[config.mk]
export PLATFORM = sky130hd
export DESIGN_NAME = memory_arbiter
export DESIGN_NICKNAME = d
export VERILOG_FILES = /design/src/rtl/memory_arbiter.sv
export SDC_FILE = /design/constraint.sdc
export NUM_CORES = 1
export LEC_CHECK = 0
export ABC_AREA = 1
export CORE_MARGIN = 1.5
export CORE_UTILIZATION = 34
export CTS_CLUSTER_DIAMETER = 100
export CTS_CLUSTER_SIZE = 10
export DETAILED_ROUTE_END_ITERATION = 7
export PLACE_DENSITY = 0.81
export SETUP_SLACK_MARGIN = 0.4
export SYNTH_ARGS = -nofsm -noshare
export SYNTH_HDL_FRONTEND = slang
export SYNTH_SLANG_ARGS = --single-unit
[constraint.sdc]
create_clock -name CLK -period 2.34 [get_ports CLK]
set_clock_uncertainty 0.2 [all_clocks]
set_input_delay 0.234 -clock CLK [delete_from_list [all_inputs] [get_ports CLK]]
set_output_delay 0.234 -clock CLK [all_outputs]
set_load 0.1 [all_outputs]
[src/rtl/memory_arbiter.sv]
`default_nettype none
// ============================================================================
//  Module   : memory_arbiter
//  Purpose  : Arbitrates a single-ported RAM between an instruction fetch
//             port and a data read/write port. Ties alternate between the two
//             sides. A wait counter and the RAM error status send the arbiter
//             into a sticky FAULT state that only reset clears.
//  Revision : 1.0 - initial release
// ============================================================================
module memory_arbiter #(
  parameter int TIMEOUT = 64  // legal 1..255
) (
  input  logic        CLK,
  input  logic        nRST,
  // instruction fetch port
  input  logic        iREN,
  input  logic [31:0] iaddr,
  // data port
  input  logic        dREN,
  input  logic        dWEN,
  input  logic [31:0] daddr,
  input  logic [31:0] dstore,
  // completion and returned data
  output logic        ihit,
  output logic        dhit,
  output logic [31:0] iload,
  output logic [31:0] dload,
  // RAM side
  output logic        ramREN,
  output logic        ramWEN,
  output logic [31:0] ramaddr,
  output logic [31:0] ramstore,
  input  logic [31:0] ramload,
  input  logic [1:0]  ramstate,
  // sticky fault flag
  output logic        err
);

  // RAM status encoding: FREE=0, BUSY=1, ACCESS=2, ERROR=3. Only the two
  // values that change control flow are named here; FREE and BUSY both mean
  // "keep waiting".
  localparam logic [1:0] C_RAM_ACCESS = 2'd2;
  localparam logic [1:0] C_RAM_ERROR  = 2'd3;

  localparam logic [7:0] C_TIMEOUT = 8'(TIMEOUT);

  // Which side was served most recently; reset value lets data win the first tie.
  localparam logic C_GRANT_INSTR = 1'b0;
  localparam logic C_GRANT_DATA  = 1'b1;

  typedef enum logic [2:0] {
    S_IDLE  = 3'd0,
    S_DSERV = 3'd1,
    S_ISERV = 3'd2,
    S_DONE  = 3'd3,
    S_FAULT = 3'd4
  } state_t;

  state_t      r_state;
  state_t      w_next_state;
  logic [7:0]  r_wait_cnt;
  logic [7:0]  w_wait_inc;
  logic        r_last_grant;
  logic [31:0] r_iload;
  logic [31:0] r_dload;

  logic        w_data_req;
  logic        w_in_service;
  logic        w_access;
  logic        w_ram_error;
  logic        w_timeout;

  assign w_data_req   = dREN | dWEN;
  assign w_in_service = (r_state == S_DSERV) || (r_state == S_ISERV);
  assign w_access     = (ramstate == C_RAM_ACCESS);
  assign w_ram_error  = (ramstate == C_RAM_ERROR);

  // The counter holds the number of finished waiting cycles; the fault fires
  // in the waiting cycle that would bring it up to TIMEOUT, so the transaction
  // gets exactly TIMEOUT service cycles to see ACCESS.
  assign w_wait_inc = r_wait_cnt + 8'd1;
  assign w_timeout  = (w_wait_inc == C_TIMEOUT) && !w_access;

  assign iload = r_iload;
  assign dload = r_dload;

  // State register with synchronous active-low reset.
  always_ff @(posedge CLK) begin
    if (!nRST) begin
      r_state <= S_IDLE;
    end else begin
      r_state <= w_next_state;
    end
  end

  // Next-state selection plus all RAM strobes, hits and the fault flag.
  always_comb begin
    w_next_state = r_state;
    ramREN       = 1'b0;
    ramWEN       = 1'b0;
    ramaddr      = 32'd0;
    ramstore     = 32'd0;
    ihit         = 1'b0;
    dhit         = 1'b0;
    err          = 1'b0;

    case (r_state)
      S_IDLE: begin
        // Data goes first unless both are waiting and data was served last.
        if (w_data_req && (!iREN || (r_last_grant == C_GRANT_INSTR))) begin
          w_next_state = S_DSERV;
        end else if (iREN) begin
          w_next_state = S_ISERV;
        end
      end

      S_DSERV: begin
        ramaddr  = daddr;
        ramstore = dstore;
        ramWEN   = dWEN;
        ramREN   = dREN & ~dWEN;  // a simultaneous write takes priority
        if (w_ram_error) begin
          w_next_state = S_FAULT;
        end else if (w_access) begin
          w_next_state = S_DONE;
        end else if (w_timeout) begin
          w_next_state = S_FAULT;
        end
      end

      S_ISERV: begin
        ramaddr = iaddr;
        ramREN  = 1'b1;
        if (w_ram_error) begin
          w_next_state = S_FAULT;
        end else if (w_access) begin
          w_next_state = S_DONE;
        end else if (w_timeout) begin
          w_next_state = S_FAULT;
        end
      end

      S_DONE: begin
        // last_grant was updated on ACCESS, so it names the side just served.
        ihit         = (r_last_grant == C_GRANT_INSTR);
        dhit         = (r_last_grant == C_GRANT_DATA);
        w_next_state = S_IDLE;
      end

      S_FAULT: begin
        err          = 1'b1;
        w_next_state = S_FAULT;
      end

      default: begin
        w_next_state = S_IDLE;
      end
    endcase
  end

  // Wait counter, grant history and captured load data.
  always_ff @(posedge CLK) begin
    if (!nRST) begin
      r_wait_cnt   <= 8'd0;
      r_last_grant <= C_GRANT_INSTR;
      r_iload      <= 32'd0;
      r_dload      <= 32'd0;
    end else begin
      // Cleared while idle so every new service starts from zero.
      if (r_state == S_IDLE) begin
        r_wait_cnt <= 8'd0;
      end else if (w_in_service && !w_access) begin
        r_wait_cnt <= w_wait_inc;
      end

      if ((r_state == S_DSERV) && w_access) begin
        r_dload      <= dWEN ? 32'd0 : ramload;
        r_last_grant <= C_GRANT_DATA;
      end

      if ((r_state == S_ISERV) && w_access) begin
        r_iload      <= ramload;
        r_last_grant <= C_GRANT_INSTR;
      end
    end
  end

endmodule
`default_nettype wire

Word-level counts from Yosys, hierarchy flattened
Index checks and enable logic that the tools add are counted.
- register bits after elaboration: 76
- bits of input ports: 135
- reduce and logical (&&, ||, !) cells: 14
- mux-type cells: 14
- bitwise logic cells: 5
- add/subtract/negate cells: 1
- equality and inequality tests: 9
- operators by type and width (cell ; number):
    $mux 32 ; 2
    $pmux 32 s2 ; 1
    $mux 3 ; 5
    $pmux 3 s3 ; 1
    $add 8x1->8 const B ; 1
    $eq 8x7->1 const B ; 1
    $eq 3x2->1 const B ; 2
    $reduce_or 2->1 ; 3
    $logic_and 1x1->1 ; 5
    $eq 2x2->1 const B ; 2
    $mux 1 ; 4
    $ne 4x1->1 const B ; 1
    $eq 3x1->1 const B ; 1
    $eq 3x3->1 const B ; 1
    $logic_not 3->1 ; 1
    $ne 3x3->1 const B ; 1
    $not 1->1 ; 3
    $logic_not 1->1 ; 2
    $logic_or 1x1->1 ; 2
    $pmux 1 s2 ; 1
    $reduce_and 2->1 ; 1
    $and 1x1->1 ; 1
    $or 1x1->1 ; 1

Longest topological paths before layout
- word-level depth: 7
- gate-level depth with buffers: 11
- mapped depth without buffers: 11

Worst setup path before layout
OpenSTA, ideal clock, no wires.
- path type: register -> output
- start: register r_state[0]
- end: output port dhit
- arrival time: 3.380 ns
- stages on the path, launching flop included: 3
- path slack: -1.474 ns
- cells stage by stage: dfxtp_1 -> inv_1 -> nor4_1
- longest elaborated chain between the ends: 2
- ends and longest elaborated chain (item ; RTL line ; RTL):
    from (decl) ; 59 ; state_t r_state;
    from (signal assigned) ; 92 ; r_state <= w_next_state;
    $eq 3x2->1 ; 107 ; case (r_state)
    $mux 1 ; 107 ;
    to (decl) ; 25 ; output logic dhit,
No other way between the ends.

Worst setup path in the final report
- start: register r_state[2]
- end: output port ramaddr[10]
- longest elaborated chain between the ends: 2
- ends and longest elaborated chain (item ; RTL line ; RTL):
    $eq 3x2->1 / $eq 3x1->1 (equally long branches) ; 107 ;
    $pmux 32 s2 * ; 107 ;
    to (decl) ; 31 ; output logic [31:0] ramaddr,
Mark *: on every way between the ends. The rest lies on a longest branch, timed or not.

==> qor.txt <==
Slew at the pin closest to its max-slew limit: 359 ps
DR vias: 4817
Setup TNS: 0 ps
Final total power: 0.0120 W
GPL Wtd Cong: 0.871
Fillers: 621
CTS clk-pin slew, worst paths: 80 ps
Cell Area, Synth: 3560 um^2
Multi-input gate area: 2160 um^2
First-pass GRT wire length: 25100 um
DRC Markers: 0
Fraction of layout cells with a size suffix above 1: 0.353
Commonest non-fill, non-tap cell in the layout: clkdlybuf4s50_1
Area leader, netlist: dfxtp_1
EDFF count, synth: 0
Max IR drop VDD: 0.00101 V
Yosys warnings: 0
Initial Utilization: 0.348
Number of library cell types mapped by synthesis: 28
Crit path DAT: 1680 ps
Routed Antenna Nets: 0
Area after DPL: 7230 um^2
FMAX: 474 MHz
CTS sink cnt: 76
Antenna violations before repair: 0
Fin util: 0.792
Vias in the first global route: 4637
Final wirelength: 17300 um
Leakage: 3.48 nW
Slew Viols, Final: 0
Layout Nets: 933
Drt first pass iters: 6
Dpl ws: 128 ps
Required time of the critical path: 1910 ps
CTS tree: built
DIE AREA: 11100 um^2
Post-DP HPWL: 12200 um
Number of buffers created by CTS: 9
Type of origin of the critical path: flop
Io pins: 268
Hold buffers post-CTS: 0
Final hold violations: 0
Register area: 1540 um^2
Setup-failing EPs final: 0
Post-route cell area: 8110 um^2
Tmin final: 2110 ps
Worst hold path type: reg2reg
Syn Inst Count: 506
Clock Path Buffers: 2
RSZ-0062 raised after global routing: yes
Async SR Flop Fraction: 0
GRT Overall Usage: 0.290
Die extent in y: 105 um
Max-cap violations: 0
Synth Register Bits: 76
Ant diodes: 0
Largest net degree at the start of global routing: 35
Most frequent cells in the layout: 134 x clkdlybuf4s50_1, 91 x buf_4, 76 x nor2_1
Avg WL per Cell: 18.4 um
Yosys top cell area share: 0.428
Area growth, synth to finish: 128%
CTS root buffer: clkbuf_8
Most used DFF post-synth: dfxtp_1
Core Footprint: 10200 um^2
PnR worst setup slack: 229 ps
Synth top area cells: dfxtp_1 43%, nor2_1 12%, a22o_1 7.9%
Status: completed
Std-Cell Rows: 37
Syn Area/Cell: 7.03 um^2
Pwr Density: 1480 nW/um^2
PortBufs: 267
Drt initial violations: 286
Overflow after GRT: 0
R2r worst-path depth: 12
DR vias/cell: 5.14
Final Cycle Share: 0.902
Slew headroom: 0.760
Syn nets: 643
Worst hold stages: 2
# H-tree levels: 3
Crit Path Max Fanout: 8
CP Class: reg2out
Worst skew pair latency: 350 ps
Post-synthesis sequential area ratio: 0.428
Crit end category: output pin
Die width: 105 um
==> cell families (layout without fill, tap and decap cells) <==
logic type,Yosys count,after routing,share of synthesized area
AO/OA/AOI/OAI,116,116,0.200
adder cells (fa/ha/maj),2,2,0.00703
buffers and inverters,89,384,0.0992
flip-flops,76,76,0.428
AND/OR/NAND/NOR,223,223,0.266
==> state kept, by name (all words and copies together) (netlist names) <==
register and count:
iload 32, dload 32, r_last_grant 1, r_wait_cnt 8
r_state 3
==> stage by stage <==
| step | instances | hold WS [ps] |
|---|---|---|
| CTS | 922 | 267 |
| floorplan | 506 | 169 |
| global route | 937 | 295 |
| global placement | 890 | 253 |
| detailed placement | 890 | 255 |
| finish | 937 | 268 |
==> synthesized netlist by cell type (2+ instances only) <==
master	number
nand3_1	45
a22o_1	32
dfxtp_1	76
nor3_1	2
nor2_1	111
inv_2	6
a21oi_1	40
o21ai_0	38
nor2_4	2
nor4_1	2
inv_1	50
ha_1	2
a31oi_1	2
nand4_1	2
clkbuf_1	18
clkinv_1	2
nand2_1	55
buf_2	11
==> final timing paths <==
path                                start                         end  slack, ps
setup reg to reg  r_state[2]$_SDFFE_PN0P_  r_wait_cnt[2]$_SDFFE_PP0P_        330
hold / removal      dload[5]$_SDFFE_PN0P_       dload[5]$_SDFFE_PN0P_        270
setup / recovery  r_state[2]$_SDFFE_PN0P_                 ramaddr[10]        230
hold reg to reg     dload[5]$_SDFFE_PN0P_       dload[5]$_SDFFE_PN0P_        270
==> routing by layer <==
layer / track usage / share of wire
met1: 0.327 / 0.36
met3: 0.0742 / 0.084
met4: 0.142 / 0.052
met2: 0.509 / 0.50
met5: 0 / 0
==> final cells by class <==
cell class / count / area share
Sequential cell: 76 / 0.189
Timing Repair Buffer: 310 / 0.461
Tap cell: 136 / 0.0210
Clock buffer: 10 / 0.0157
Clock inverter: 6 / 0.0168
Multi-Input combinational cell: 341 / 0.267
Inverter: 58 / 0.0290
==> worst max-delay path: stages, from the launching register on <==
cell,delay (ps)
dfxtp_4,370
buf_12,120
nor3_4,130
buf_4,180
buf_12,140
a22o_2,190
buf_12,190
==> where the power goes <==
part	switching (W)	leakage, nW	internal (W)	total, W
Combinational	0.00581	2.74	0.00333	0.00914
Clock	0.000490	0.127	0.000818	0.00131
Sequential	0.000124	0.617	0.00144	0.00157
==> what timing repair did <==
action / CTS / global route
pin swaps: 3 / 6
hold endpoints to repair: 0 / 0
gates cloned: 5 / 2
resized for setup: 27 / 28
setup buffers: 11 / 13
setup endpoints to repair: 65 / 118
Note: power is estimated with default switching activity, not from simulation.
